**src/rtl/pkt_parser_if.sv**
```systemverilog
`default_nettype none
// ============================================================================
// Module      : pkt_parser_if
// Description : Byte-stream receive handshake plus parsed-header result bus
//               shared between a frame source (master) and pkt_parser (slave).
// Revision    : 1.0 - initial release
// ============================================================================
interface pkt_parser_if;
  logic [7:0]  rx_byte;
  logic        rx_valid;
  logic        rx_sof;
  logic        rx_eof;
  logic        rx_ready;
  logic [2:0]  fPktType;
  logic [15:0] sourceID;
  logic [15:0] destinationID;
  logic [5:0]  payloadLen;
  logic        newpkt;
  logic        pkt_err;

  // Frame source / result consumer side
  modport master (
    output rx_byte, rx_valid, rx_sof, rx_eof,
    input  rx_ready, fPktType, sourceID, destinationID, payloadLen,
    input  newpkt, pkt_err
  );

  // Parser side
  modport slave (
    input  rx_byte, rx_valid, rx_sof, rx_eof,
    output rx_ready, fPktType, sourceID, destinationID, payloadLen,
    output newpkt, pkt_err
  );
endinterface
`default_nettype wire

```
**src/rtl/pkt_parser.sv**
```systemverilog
`default_nettype none
// ============================================================================
// Module      : pkt_parser
// Description : Parses byte-serial frames (5-byte header + payload) into
//               packet type, source/destination IDs and payload length.
//               Valid frames raise newpkt for one cycle, discarded frames
//               raise pkt_err for one cycle.
//               Optional feature macro PKT_CHECKSUM_EN: the last byte of each
//               frame is an XOR checksum over all preceding frame bytes.
// Revision    : 1.0 - initial release
// ============================================================================
module pkt_parser #(
  parameter int MAX_LEN = 32,
  parameter int HDR_LEN = 5
) (
  input  logic         clk,
  input  logic         nrst,
  pkt_parser_if.slave  bus
);

  localparam int          CNT_W    = $clog2(MAX_LEN + 1);
  localparam logic [2:0]  IDX_LAST = 3'(HDR_LEN - 1);

  typedef enum logic [2:0] {
    S_IDLE    = 3'd0,
    S_HDR     = 3'd1,
    S_PAYLOAD = 3'd2,
    S_DROP    = 3'd3,
    S_DONE    = 3'd4
  } state_t;

  state_t            state_q;
  logic [2:0]        idx_q;
  logic [CNT_W-1:0]  cnt_q;
  logic [5:0]        pay_q;
  logic [2:0]        type_q;
  logic [15:0]       src_q;
  logic [15:0]       dst_q;
  logic              rx_ready_q;
  logic [2:0]        ptype_q;
  logic [15:0]       srcid_q;
  logic [15:0]       dstid_q;
  logic [5:0]        plen_q;
  logic              newpkt_q;
  logic              pkt_err_q;

  logic              accept;
  logic              cnt_full;
  logic              in_frame;

  assign accept   = bus.rx_valid & rx_ready_q;
  // Total frame bytes already at the limit: one more byte overflows.
  assign cnt_full = (cnt_q == CNT_W'(MAX_LEN));
  assign in_frame = (state_q == S_HDR) || (state_q == S_PAYLOAD);

`ifdef PKT_CHECKSUM_EN
  logic [7:0] cs_q;
  logic [7:0] cs_d;
  assign cs_d = cs_q ^ bus.rx_byte;
`endif

  // Frame FSM with registered handshake, pulses and published header fields
  always_ff @(posedge clk or negedge nrst) begin
    if (!nrst) begin
      state_q    <= S_IDLE;
      idx_q      <= '0;
      cnt_q      <= '0;
      pay_q      <= '0;
      type_q     <= '0;
      src_q      <= '0;
      dst_q      <= '0;
      rx_ready_q <= 1'b1;
      ptype_q    <= '0;
      srcid_q    <= '0;
      dstid_q    <= '0;
      plen_q     <= '0;
      newpkt_q   <= 1'b0;
      pkt_err_q  <= 1'b0;
`ifdef PKT_CHECKSUM_EN
      cs_q       <= '0;
`endif
    end else begin
      newpkt_q  <= 1'b0;
      pkt_err_q <= 1'b0;

      if (accept && bus.rx_sof && state_q != S_DONE) begin
        // A start byte always begins a new frame; an interrupted header or
        // payload is reported, a frame already dropped for overflow is not.
        // A start byte that is also an end byte cannot hold a header.
        if (in_frame || bus.rx_eof) pkt_err_q <= 1'b1;
        if (bus.rx_eof) begin
          state_q <= S_IDLE;
        end else begin
          type_q  <= bus.rx_byte[2:0];
          idx_q   <= 3'd1;
          cnt_q   <= CNT_W'(1);
          pay_q   <= '0;
          state_q <= S_HDR;
`ifdef PKT_CHECKSUM_EN
          cs_q    <= bus.rx_byte;
`endif
        end
      end else begin
        case (state_q)
          S_IDLE: begin
            // Bytes outside a frame are accepted and dropped silently
          end

          S_HDR: begin
            if (accept) begin
              if (bus.rx_eof && idx_q != IDX_LAST) begin
                pkt_err_q <= 1'b1;
                state_q   <= S_IDLE;
              end else begin
                case (idx_q)
                  3'd1:    src_q[15:8] <= bus.rx_byte;
                  3'd2:    src_q[7:0]  <= bus.rx_byte;
                  3'd3:    dst_q[15:8] <= bus.rx_byte;
                  default: dst_q[7:0]  <= bus.rx_byte;
                endcase
                idx_q <= idx_q + 3'd1;
                cnt_q <= cnt_q + CNT_W'(1);
`ifdef PKT_CHECKSUM_EN
                cs_q  <= cs_d;
`endif
                if (idx_q == IDX_LAST) begin
                  if (bus.rx_eof) begin
`ifdef PKT_CHECKSUM_EN
                    // Header-only frame has no room for a checksum byte
                    pkt_err_q <= 1'b1;
                    state_q   <= S_IDLE;
`else
                    ptype_q    <= type_q;
                    srcid_q    <= src_q;
                    dstid_q    <= {dst_q[15:8], bus.rx_byte};
                    plen_q     <= '0;
                    newpkt_q   <= 1'b1;
                    rx_ready_q <= 1'b0;
                    state_q    <= S_DONE;
`endif
                  end else begin
                    state_q <= S_PAYLOAD;
                  end
                end
              end
            end
          end

          S_PAYLOAD: begin
            if (accept) begin
              if (cnt_full) begin
                pkt_err_q <= 1'b1;
                state_q   <= bus.rx_eof ? S_IDLE : S_DROP;
              end else begin
                cnt_q <= cnt_q + CNT_W'(1);
                pay_q <= pay_q + 6'd1;
`ifdef PKT_CHECKSUM_EN
                cs_q  <= cs_d;
`endif
                if (bus.rx_eof) begin
`ifdef PKT_CHECKSUM_EN
                  // Checksum byte itself is not payload
                  if (cs_q == bus.rx_byte) begin
                    ptype_q    <= type_q;
                    srcid_q    <= src_q;
                    dstid_q    <= dst_q;
                    plen_q     <= pay_q;
                    newpkt_q   <= 1'b1;
                    rx_ready_q <= 1'b0;
                    state_q    <= S_DONE;
                  end else begin
                    pkt_err_q <= 1'b1;
                    state_q   <= S_IDLE;
                  end
`else
                  ptype_q    <= type_q;
                  srcid_q    <= src_q;
                  dstid_q    <= dst_q;
                  plen_q     <= pay_q + 6'd1;
                  newpkt_q   <= 1'b1;
                  rx_ready_q <= 1'b0;
                  state_q    <= S_DONE;
`endif
                end
              end
            end
          end

          S_DROP: begin
            if (accept && bus.rx_eof) state_q <= S_IDLE;
          end

          S_DONE: begin
            // One stall cycle while the published fields are presented
            rx_ready_q <= 1'b1;
            state_q    <= S_IDLE;
          end

          default: begin
            rx_ready_q <= 1'b1;
            state_q    <= S_IDLE;
          end
        endcase
      end
    end
  end

  assign bus.rx_ready      = rx_ready_q;
  assign bus.fPktType      = ptype_q;
  assign bus.sourceID      = srcid_q;
  assign bus.destinationID = dstid_q;
  assign bus.payloadLen    = plen_q;
  assign bus.newpkt        = newpkt_q;
  assign bus.pkt_err       = pkt_err_q;

endmodule
`default_nettype wire

```
**src/flat_wrapper.sv**
```systemverilog
// flat-port wrapper written by rule: the top's interface ports become plain ports
module pkt_parser_flat 
#(
  parameter int MAX_LEN = 32,
  parameter int HDR_LEN = 5
)
  (clk, nrst, bus_rx_byte, bus_rx_valid, bus_rx_sof, bus_rx_eof, bus_rx_ready, bus_fPktType, bus_sourceID, bus_destinationID, bus_payloadLen, bus_newpkt, bus_pkt_err);
  pkt_parser_if bus_i ();
  input  logic clk;
  input  logic nrst;
  input wire logic [$bits(bus_i.rx_byte)-1:0] bus_rx_byte;
  input wire logic [$bits(bus_i.rx_valid)-1:0] bus_rx_valid;
  input wire logic [$bits(bus_i.rx_sof)-1:0] bus_rx_sof;
  input wire logic [$bits(bus_i.rx_eof)-1:0] bus_rx_eof;
  output wire logic [$bits(bus_i.rx_ready)-1:0] bus_rx_ready;
  output wire logic [$bits(bus_i.fPktType)-1:0] bus_fPktType;
  output wire logic [$bits(bus_i.sourceID)-1:0] bus_sourceID;
  output wire logic [$bits(bus_i.destinationID)-1:0] bus_destinationID;
  output wire logic [$bits(bus_i.payloadLen)-1:0] bus_payloadLen;
  output wire logic [$bits(bus_i.newpkt)-1:0] bus_newpkt;
  output wire logic [$bits(bus_i.pkt_err)-1:0] bus_pkt_err;
  assign bus_i.rx_byte = bus_rx_byte;
  assign bus_i.rx_valid = bus_rx_valid;
  assign bus_i.rx_sof = bus_rx_sof;
  assign bus_i.rx_eof = bus_rx_eof;
  assign bus_rx_ready = bus_i.rx_ready;
  assign bus_fPktType = bus_i.fPktType;
  assign bus_sourceID = bus_i.sourceID;
  assign bus_destinationID = bus_i.destinationID;
  assign bus_payloadLen = bus_i.payloadLen;
  assign bus_newpkt = bus_i.newpkt;
  assign bus_pkt_err = bus_i.pkt_err;
  pkt_parser #(.MAX_LEN(MAX_LEN), .HDR_LEN(HDR_LEN)) u_core (.clk(clk), .nrst(nrst), .bus(bus_i));
endmodule
```
**config.mk**
```make
export PLATFORM = sky130hd
export DESIGN_NAME = pkt_parser_flat
export DESIGN_NICKNAME = d
export VERILOG_FILES = /design/src/rtl/pkt_parser_if.sv /design/src/rtl/pkt_parser.sv /design/src/flat_wrapper.sv
export SDC_FILE = /design/constraint.sdc
export NUM_CORES = 1
export LEC_CHECK = 0
export BUFFER_PORTS_ARGS = -buffer_cell sky130_fd_sc_hd__buf_4
export CORE_MARGIN = 4
export CORE_UTILIZATION = 40
export DETAILED_ROUTE_END_ITERATION = 12
export SETUP_SLACK_MARGIN = 0.15
export SLEW_MARGIN = 20
export SYNTH_ARGS = -nofsm -noshare
export SYNTH_HDL_FRONTEND = slang
export SYNTH_SLANG_ARGS = --single-unit
```
**constraint.sdc**
```tcl
create_clock -name clk -period 5.6 [get_ports clk]
set_clock_uncertainty 0.2 [all_clocks]
set_input_delay 1.12 -clock clk [delete_from_list [all_inputs] [get_ports clk]]
set_output_delay 1.12 -clock clk [all_outputs]
set_load 0.01 [all_outputs]
```
; ---- After elaboration in Yosys (flattened, before gate mapping)
; Index checks and enable logic that the tools add are counted.
; W data, S select, Z words.
[word_totals]
latchBits = 0
mem_bits_rw = 0
rom_bits = 0
register_bits = 97
mem_count = 0
[op_classes]
add_sub_neg = 3
n_reduce_logical = 26
order_cmp = 0
n_div = 0
mul = 0
n_shift = 0
mux = 81
n_bitwise = 6
n_eq_ne = 28
[ops]
columns = operator, n
row1 = $mux W16, 13
row2 = $mux W6, 18
row3 = $pmux W16 S2, 2
row4 = $mux W3, 20
row5 = $pmux W6 S2, 2
row6 = $mux W1, 20
row7 = $reduce_and A5 Y1, 4
row8 = $ne A2 B2 Y1 const B, 7
row9 = $reduce_and A7 Y1, 2
row10 = $add A6 B1 Y6 const B, 2
row11 = $eq A3 B2 Y1 const B, 4
row12 = $ne A3 B3 Y1 const B, 4
row13 = $pmux W3 S4, 1
row14 = $reduce_and A6 Y1, 2
row15 = $reduce_and A9 Y1, 1
row16 = $ne A2 B1 Y1 const B, 4
row17 = $reduce_and A4 Y1, 2
row18 = $reduce_bool A2 Y1, 4
row19 = $eq A3 B1 Y1 const B, 2
row20 = $eq A6 B6 Y1 const B, 1
row21 = $ne A3 B2 Y1 const B, 2
row22 = $pmux W3 S2, 1
row23 = $not A1 Y1, 5
row24 = $logic_and A1 B1 Y1, 4
row25 = 15 further kinds, 17

; ---- Depth between registers and ports, before layout
; Gate-level depths: netlist of the first run.
[logic_depth]
ltp_word = 6
ltp_mapped = 9
mapped_depth_nobuf = 7

; ---- Worst setup path before layout of the first run
; Ideal clock, no wire load.
[synth_path]
kind = in2reg
startpoint = input port bus_rx_sof
endpoint = register u_core.cnt_q[1]
arrival_time_ns = 2.326
required_time_ns = 5.279
path_slack_ns = 2.953
cell_stages = 6
cell_sequence = and3_1 and2_4 buf_6 a221o_1 o21bai_1 a22o_1
[synth_between]
elab_chain_cells = 4
elab_cells_between_ends = 10
cone_classes = eq/ne: 5 / mux: 1 / reduce/logical: 4
[synth_rtl]
columns = item, line_no
row1 = start: declaration, flat_wrapper.sv:13  ; input wire logic [$bits(bus_i.rx_sof)-1:0] bus_rx_sof;
row2 = $logic_and A1 B1 Y1 * (2 in a row), pkt_parser.sv:86  ; if (accept && bus.rx_sof && state_q != S_DONE) begin
row3 = "$ne A3 B2 Y1 (no source line), or another cell as far along", --
row4 = $reduce_and A6 Y1 (no source line), --
row5 = end signal: assignment, pkt_parser.sv:122  ; cnt_q <= cnt_q + CNT_W'(1);
row6 = end signal: assignment, pkt_parser.sv:155  ; cnt_q <= cnt_q + CNT_W'(1);
row7 = end: declaration, pkt_parser.sv:34  ; logic [CNT_W-1:0] cnt_q;
; Mark *: on every way between the ends. The rest lies on a longest branch, timed or not.
; A chain may end at the register's enable or synchronous reset.

; ---- Final worst setup path of the first run
[layout_path]
startpoint = register u_core.state_q[2]
endpoint = register u_core.ptype_q[2], in the netlist u_core.bus.fPktType[2]
[layout_between]
elab_chain_cells = 4
elab_cells_between_ends = 13
cone_classes = eq/ne: 8 / mux: 1 / bitwise: 1 / reduce/logical: 3
[layout_rtl]
columns = item, line_no
row1 = start: declaration, pkt_parser.sv:32  ; state_t state_q;
row2 = start signal: assignment, pkt_parser.sv:153  ; state_q <= bus.rx_eof ? S_IDLE : S_DROP;
row3 = branches (longest 4 deep; another with $reduce_and A7 Y1), --
row4 = end signal: assignment, pkt_parser.sv:133  ; ptype_q <= type_q;
row5 = end signal: assignment, pkt_parser.sv:176  ; ptype_q <= type_q;
row6 = end: declaration, pkt_parser.sv:40  ; logic [2:0] ptype_q;
; Several ways; the timed one is not identified.

==> results by group, run 1 <==
Worst setup path
  – Setup crit end kind: flop
  – Largest fanout on the critical path: 40
  – Kind of cell adding the most delay to the critical path: compound AO/OA/AOI/OAI gates
  – Count of buffering cells on the critical path with inverters included: 1
  – Cell with the largest stage delay on the worst path: sky130_fd_sc_hd__or3b_1
  – Chain of cells forming the critical path: or3b_1, a31oi_1, o2111ai_4, buf_4, mux2_1
  – Critical Path AT: 3130 ps
  – Longest individual stage delay on the worst path: 540 ps
  – Type of origin of the critical path: flop
  – Required arrival time at the worst endpoint: 5660 ps
  – Worst Setup Path Type: flop to flop

CTS
  – Maximum buffer depth of the clock tree: 2
  – Post-cts hold buffer count: 0
  – Post-CTS resize count: 0
  – Later-pin clock latency in the skew report: 360 ps
  – TritonCTS Buffers: 9
  – Clk sink count: 97
  – Clock transition at the registers of the reported paths: 100 ps
  – Max H-tree Level: 3
  – Postcts setup bufs: 0
  – Clock tree from TritonCTS: built
  – CTS root buf: sky130_fd_sc_hd__clkbuf_8

Synthesis
  – Post-synthesis xor/xnor area fraction: 0.994%
  – Compound-gate portion of the synthesized area: 10.4%
  – Most used flip-flop cell after synthesis: sky130_fd_sc_hd__dfrtp_1
  – Netlist Area Pre-Place: 0.00441 mm2
  – Number of flops mapped to enable cells by yosys: 0
  – Distinct cells, synth: 58
  – Sequential cell area fraction in the yosys report: 55.1%
  – Largest family of logic cells by synthesized area: multiplexers
  – Portion of netlist area occupied by mux cells: 19.5%
  – Synthesis warning total: 0
  – Simple-gate share of the synthesized area: 8.75%
  – Post-Syn Instances: 355
  – Synthesis-stage register bit count: 97
  – Syn_nets: 376
  – Post-Syn Area per Cell: 12.4 um2
  – Post-synthesis share of cell area spent on full adders, half adders and majority gates: 2.27%
  – Proportion of register bits with asynchronous set or reset after synthesis: 100%

Timing
  – Slew Limit Headroom: 53.0%
  – Share of the clock period used by the worst path after layout: 54.8%
  – Timing-limited maximum frequency: 0.326 GHz
  – Unrepaired setup endpoints after global routing: false
  – Min Clock Period, post-route: 3070 ps
  – Aggregate negative setup slack: 0 ps
  – Final setup violating endpoints: 0
  – Worst hold slack: 287 ps
  – Hold Violations, Final: 0
  – Actual slew at the worst max-slew pin: 705 ps
  – Final Max Tran Viols: 0

Outcome
  – Result of the run: completed

Route
  – First-pass iteration count of the detailed router: 4
  – Final routed wire length divided by cell count: 16.4 um
  – Drt initial violations: 152
  – Final routed DRC violation total: 0
  – Average via count per standard cell: 5.18
  – Via count of the routed design: 2867
  – DRT antenna net count: 0
  – Final wirelength: 9100 um

Power and ir drop
  – Switching component of the power: 278 uW
  – Clk network pwr share: 41.8%
  – Post-route total power: 1260 uW
  – Combinational fraction of design power: 2.5%
  – Internal power summed over all cells: 978 uW
  – Cell Pwr Density: 242 mW/mm2
  – Worst IR drop on VDD: 0.000114 V
  – Leakage: 0.00257 uW
  – Net switching fraction of the power: 22.1%
  – Power share of the sequential group: 55.7%

Place
  – Port Buffers: 56
  – Placed wire-length estimate after detailed placement: 6350 um
  – Placer's final routability congestion estimate: 0.816
  – Placed Area: 0.00496 mm2

Global route
  – Remaining global-route overflow: 0
  – Vias in the first global route: 2930
  – Aggregate global-route resource usage: 15.2%
  – Number of antenna violations at the first check in global routing: 0
  – First-pass GRT wire length: 15100 um
  – Largest net degree at the start of global routing: 57

Final layout
  – Antenna cell count: 0
  – Highest-count cells in the layout ignoring fill and taps: sky130_fd_sc_hd__dfrtp_1 (96), sky130_fd_sc_hd__buf_4 (59), sky130_fd_sc_hd__nand2_1 (31), sky130_fd_sc_hd__mux2_2 (28), sky130_fd_sc_hd__mux2_1 (28)
  – Synth-to-layout area growth: 17.9%
  – Post-layout net count: 430
  – Leading cell type in the layout, fill and taps excluded: sky130_fd_sc_hd__dfrtp_1
  – Layout filler cell count: 976
  – Layout cells sized above 1: 29.5%
  – Final std cell area, no fill: 0.00519 mm2

Floorplanning
  – Starting utilization of the core area: 40.8%
  – I/O pins: 57
  – Die X: 113 um
  – Site row count: 38
  – DIE AREA: 0.0128 mm2
  – Std-Cell Core Area: 0.0108 mm2
  – Vertical die dimension: 113 um

Worst hold path
  – Hold Path Class: flop to flop

Flow run
  – MaxCap Viol Count: 0
==> logic make-up after synthesis <==
kind of cell / count (synthesis)
xor gates and xnor gates: 5
and+or+nand+nor: 76
muxes: 75
buffers and inverters: 27
adders and majority gates: 8
AOI/OAI and AO/OA: 67
DFF: 97
==> metal layers <==
| layer | GRT usage [%] | routed length, um | up-vias |
|---|---|---|---|
| li1 | - | - | 1369 |
| met1 | 20.4 | 4180 | 1441 |
| met2 | 24.7 | 4460 | 47 |
| met3 | 3.26 | 313 | 10 |
| met4 | 5.29 | 144 | 0 |
| met5 | 0 | 0 | - |
==> per-stage QoR <==
| step | utilization [%] | std cells | worst slack (ps) |
|---|---|---|---|
| after floorplan | - | 355 | 2950 |
| after global placement | 46.0 | 538 | 2190 |
| after detailed placement | 46.0 | 538 | 2140 |
| after CTS | 48.1 | 554 | 2470 |
| after global routing | 48.1 | 554 | 2310 |
| final | 48.1 | 554 | 2530 |
==> power by group through the flow <==
| stage | logic, uW | clock network, uW | registers, uW |
|---|---|---|---|
| 5_1_grt | 36.5 | 568 | 700 |
| 4_1_cts | 33.2 | 542 | 700 |
| 3_3_place_gp | 32.9 | 0 | 714 |
| 2_1_floorplan | 3.43 | 0 | 714 |
| 3_5_place_dp | 33.4 | 0 | 714 |
| 6_report | 31.6 | 525 | 700 |
==> flip-flops by register name, summed over array words and instances (netlist names) <==
signal / flops
u_core.idx_q: 3
u_core.cnt_q: 6
u_core.type_q: 3
u_core.bus.sourceID: 16
u_core.state_q: 3
u_core.pay_q: 6
u_core.bus.pkt_err: 1
u_core.bus.destinationID: 16
u_core.bus.payloadLen: 6
u_core.bus.fPktType: 3
u_core.bus.newpkt: 1
u_core.bus.rx_ready: 1
u_core.src_q: 16
u_core.dst_q: 16
==> path summary, 6_finish.rpt <==
kind,startpoint,to,depth (start not counted),slack (ps)
max in group asynchronous,nrst,u_core.idx_q[2],2,3570
setup reg to reg,u_core.state_q[2],u_core.bus.fPktType[2],5,2530
hold reg to reg,u_core.src_q[2],u_core.bus.sourceID[2],1,290
hold / removal,u_core.src_q[2],u_core.bus.sourceID[2],1,290
min in group asynchronous,nrst,u_core.bus.sourceID[15],1,530
setup / recovery,u_core.state_q[2],u_core.bus.fPktType[2],5,2530
==> worst reg2reg max path: stages (launching register included) <==
cell and delay (ps):
sky130_fd_sc_hd__dfrtp_1 510, sky130_fd_sc_hd__or3b_1 540, sky130_fd_sc_hd__a31oi_1 460, sky130_fd_sc_hd__o2111ai_4 450, sky130_fd_sc_hd__buf_4 430, sky130_fd_sc_hd__mux2_1 370
==> synth_stat cells (all sizes together), types with 3 or more instances <==
master	n	area, um2
inv	11	41.3
a21oi	12	60.1
mux2	64	751
nand3	5	25.0
xnor2	4	35.0
clkbuf	7	26.3
nor2	14	52.6
mux2i	11	110
nor3b	3	32.5
ha	8	100
buf	9	60.1
o21ai	24	120
o31ai	6	45.0
dfrtp	96	2400
or3b	3	28.8
nand2	32	123
o211ai	3	36.3
nor3	4	20.0
a21o	3	30.0
==> final cells by class <==
| type | instances | area, um2 | area share (%) |
|---|---|---|---|
| clock inverter | 6 | 96.3 | 1.85 |
| timing repair buffer | 59 | 443 | 8.53 |
| clock buffer | 10 | 138 | 2.65 |
| multi-input combinational | 231 | 1870 | 36.0 |
| tap | 140 | 175 | 3.37 |
| inverter | 11 | 41.3 | 0.795 |
| sequential | 97 | 2430 | 46.8 |
Power figures use the tool's default switching activity.
==> run 2: changes to the inputs <==
clock period = 2.47 ns   (was 5.6 ns; I/O delays follow)
==> results by group, run 2 (synthesis gave the netlist of run 1 again) <==
Outcome
  – Result of the run: completed

Worst setup path
  – Kind of cell adding the most delay to the critical path: compound AO/OA/AOI/OAI gates
  – Type of origin of the critical path: flop
  – Worst Setup Path Type: flop to flop
  – Chain of cells forming the critical path: or3b_4, a21o_4, a211oi_4, o211ai_4, mux2_4
  – Required arrival time at the worst endpoint: 2520 ps (-3140 ps)
  – Cell with the largest stage delay on the worst path: sky130_fd_sc_hd__dfrtp_2
  – Largest fanout on the critical path: 8 (-80%)
  – Worst setup path start: u_core.state_q[2]
  – Longest individual stage delay on the worst path: 460 ps (-80 ps)
  – Launch point of the worst reg-to-reg path: u_core.state_q[2]
  – Worst R2R Path Depth: 5 (unchanged)
  – Worst R2R End: u_core.dst_q[4]
  – Setup crit end kind: flop
  – Worst R2R Setup Slack: 140 ps (-2390 ps)
  – Critical Path AT: 2390 ps (-740 ps)
  – Count of buffering cells on the critical path with inverters included: 0 (-1)
  – Number of cells on the critical path: 5 (unchanged)

Power and ir drop
  – Leakage: 0.00278 uW (+8.0%)
  – Power share of the sequential group: 57.8% (+2.1 points)
  – Switching component of the power: 686 uW (+150%)
  – Clk network pwr share: 39.3% (-2.5 points)
  – Post-route total power: 2750 uW (+120%)
  – Internal power summed over all cells: 2060 uW (+110%)
  – Cell Pwr Density: 496 mW/mm2 (+110%)
  – Combinational fraction of design power: 2.9% (+0.4 points)
  – Net switching fraction of the power: 25.0% (+2.8 points)
  – Worst IR drop on VDD: 0.000316 V (+180%)

Global route
  – Largest net degree at the start of global routing: 48 (-16%)
  – Number of antenna violations at the first check in global routing: 0 (unchanged)
  – Remaining global-route overflow: 0 (unchanged)
  – Vias in the first global route: 3084 (+5.3%)
  – Aggregate global-route resource usage: 15.8% (+0.60 points)
  – First-pass GRT wire length: 16000 um (+5.9%)

Route
  – Drt initial violations: 162 (+6.6%)
  – Via count of the routed design: 2978 (+3.9%)
  – Average via count per standard cell: 5.13 (-0.78%)
  – Final routed DRC violation total: 0 (unchanged)
  – First-pass iteration count of the detailed router: 4 (unchanged)
  – DRT antenna net count: 0 (unchanged)
  – Final routed wire length divided by cell count: 17.3 um (+5.3%)
  – Final wirelength: 10000 um (+10%)

Floorplanning
  – Vertical die dimension: 113 um (unchanged)
  – Die X: 113 um (unchanged)
  – I/O pins: 57 (unchanged)
  – Std-Cell Core Area: 0.0108 mm2 (unchanged)
  – DIE AREA: 0.0128 mm2 (unchanged)
  – Site row count: 38 (unchanged)
  – Starting utilization of the core area: 40.8% (unchanged)

Timing
  – Aggregate negative setup slack: 0 ps (unchanged)
  – Unrepaired setup endpoints after global routing: true
  – Timing-limited maximum frequency: 0.429 GHz (+32%)
  – Final Max Tran Viols: 0 (unchanged)
  – Share of the clock period used by the worst path after layout: 94.4% (+40 points)
  – Final setup violating endpoints: 0 (unchanged)
  – Worst hold slack: 210 ps (-77.3 ps)
  – Min Clock Period, post-route: 2330 ps (-737 ps)
  – Actual slew at the worst max-slew pin: 646 ps (-58.7 ps)
  – Slew Limit Headroom: 56.9% (+3.9 points)
  – Hold Violations, Final: 0 (unchanged)

Place
  – Port Buffers: 56 (unchanged)
  – Placer's final routability congestion estimate: 0.828 (+1.4%)
  – Placed wire-length estimate after detailed placement: 6680 um (+5.2%)
  – Placed Area: 0.00510 mm2 (+2.9%)

Final layout
  – Layout cells sized above 1: 38.6% (+9.2 points)
  – Leading cell type in the layout, fill and taps excluded: sky130_fd_sc_hd__dfrtp_1
  – Antenna cell count: 0 (unchanged)
  – Synth-to-layout area growth: 25.6%
  – Highest-count cells in the layout ignoring fill and taps: sky130_fd_sc_hd__dfrtp_1 (93), sky130_fd_sc_hd__buf_4 (76), sky130_fd_sc_hd__nand2_1 (29), sky130_fd_sc_hd__mux2_2 (28), sky130_fd_sc_hd__mux2_4 (19)
  – Post-layout net count: 456 (+6.0%)
  – Sequential cell area: 0.00243 mm2 (+0.15%)
  – Final std cell area, no fill: 0.00553 mm2 (+6.6%)
  – Layout filler cell count: 938 (-3.9%)
  – Multi-input logic area: 0.00196 mm2 (+4.8%)

CTS
  – Clk sink count: 97 (unchanged)
  – Maximum buffer depth of the clock tree: 2 (unchanged)
  – Clock transition at the registers of the reported paths: 110 ps (about the same)
  – Max H-tree Level: 3 (unchanged)
  – CTS root buf: sky130_fd_sc_hd__clkbuf_8
  – Later-pin clock latency in the skew report: 370 ps (about the same)
  – Clock tree from TritonCTS: built
  – TritonCTS Buffers: 9 (unchanged)

Worst hold path
  – Hold Path Sink: u_core.src_q[12]
  – Hold Path Class: input port to flop
  – Hold path depth: 2 (+1)
  – Critical hold path startpoint: bus_rx_byte[4]

Flow run
  – MaxCap Viol Count: 0 (unchanged)
run 2: metal layers:
metal  wire (um)  track usage [%]  share of wire [%]
met5           0                0                  0
met4         101             5.53                1.0
met3         364             3.16                3.6
met2        4990             25.9                 50
met1        4570             21.1                 46
run 2: power groups by stage:
stage / clock network [uW] / logic, uW / registers, uW
3_5_place_dp: 0 / 81.3 / 1620
5_1_grt: 1180 / 90.3 / 1590
6_report: 1080 / 79.7 / 1590
2_1_floorplan: 0 / 7.77 / 1620
3_3_place_gp: 0 / 79.9 / 1620
4_1_cts: 1090 / 82.6 / 1590
run 2: how the worst max path moves through the flow:
stage	to	slack [ps]
final	u_core.dst_q[4]	140
after CTS	u_core.bus.sourceID[3]	120
after floorplan	u_core.cnt_q[1]	210
after detailed placement	u_core.src_q[14]	20
after global placement	u_core.src_q[13]	70
after global routing	u_core.dst_q[4]	70
run 2: metrics by stage:
stage / utilization, % / cells / worst slack [ps]
global placement: 47.3 / 552 / 71.4
global route: 51.3 / 580 / 71.8
floorplan: - / 355 / 206
CTS: 49.4 / 569 / 121
detailed placement: 47.3 / 552 / 15.3
finish: 51.3 / 580 / 139
run 2: final cells by class:
cell class                      count  share of cell area (%)
Clock buffer                       11                    2.74
Clock inverter                      5                   0.950
Inverter                           11                   0.746
Multi-Input combinational cell    231                    35.5
Sequential cell                    97                    44.0
Tap cell                          140                    3.17
Timing Repair Buffer               85                    13.0
run 2: repair_timing:
item | 4_1_cts | 5_1_grt
resized for setup | 6 | 22
pin swaps | 2 | 4
setup buffers | 0 | 9
gates cloned | 0 | 2
setup endpoints to repair | 60 | 62
hold endpoints to repair | 43 | 0
hold buffers | 1 | 0
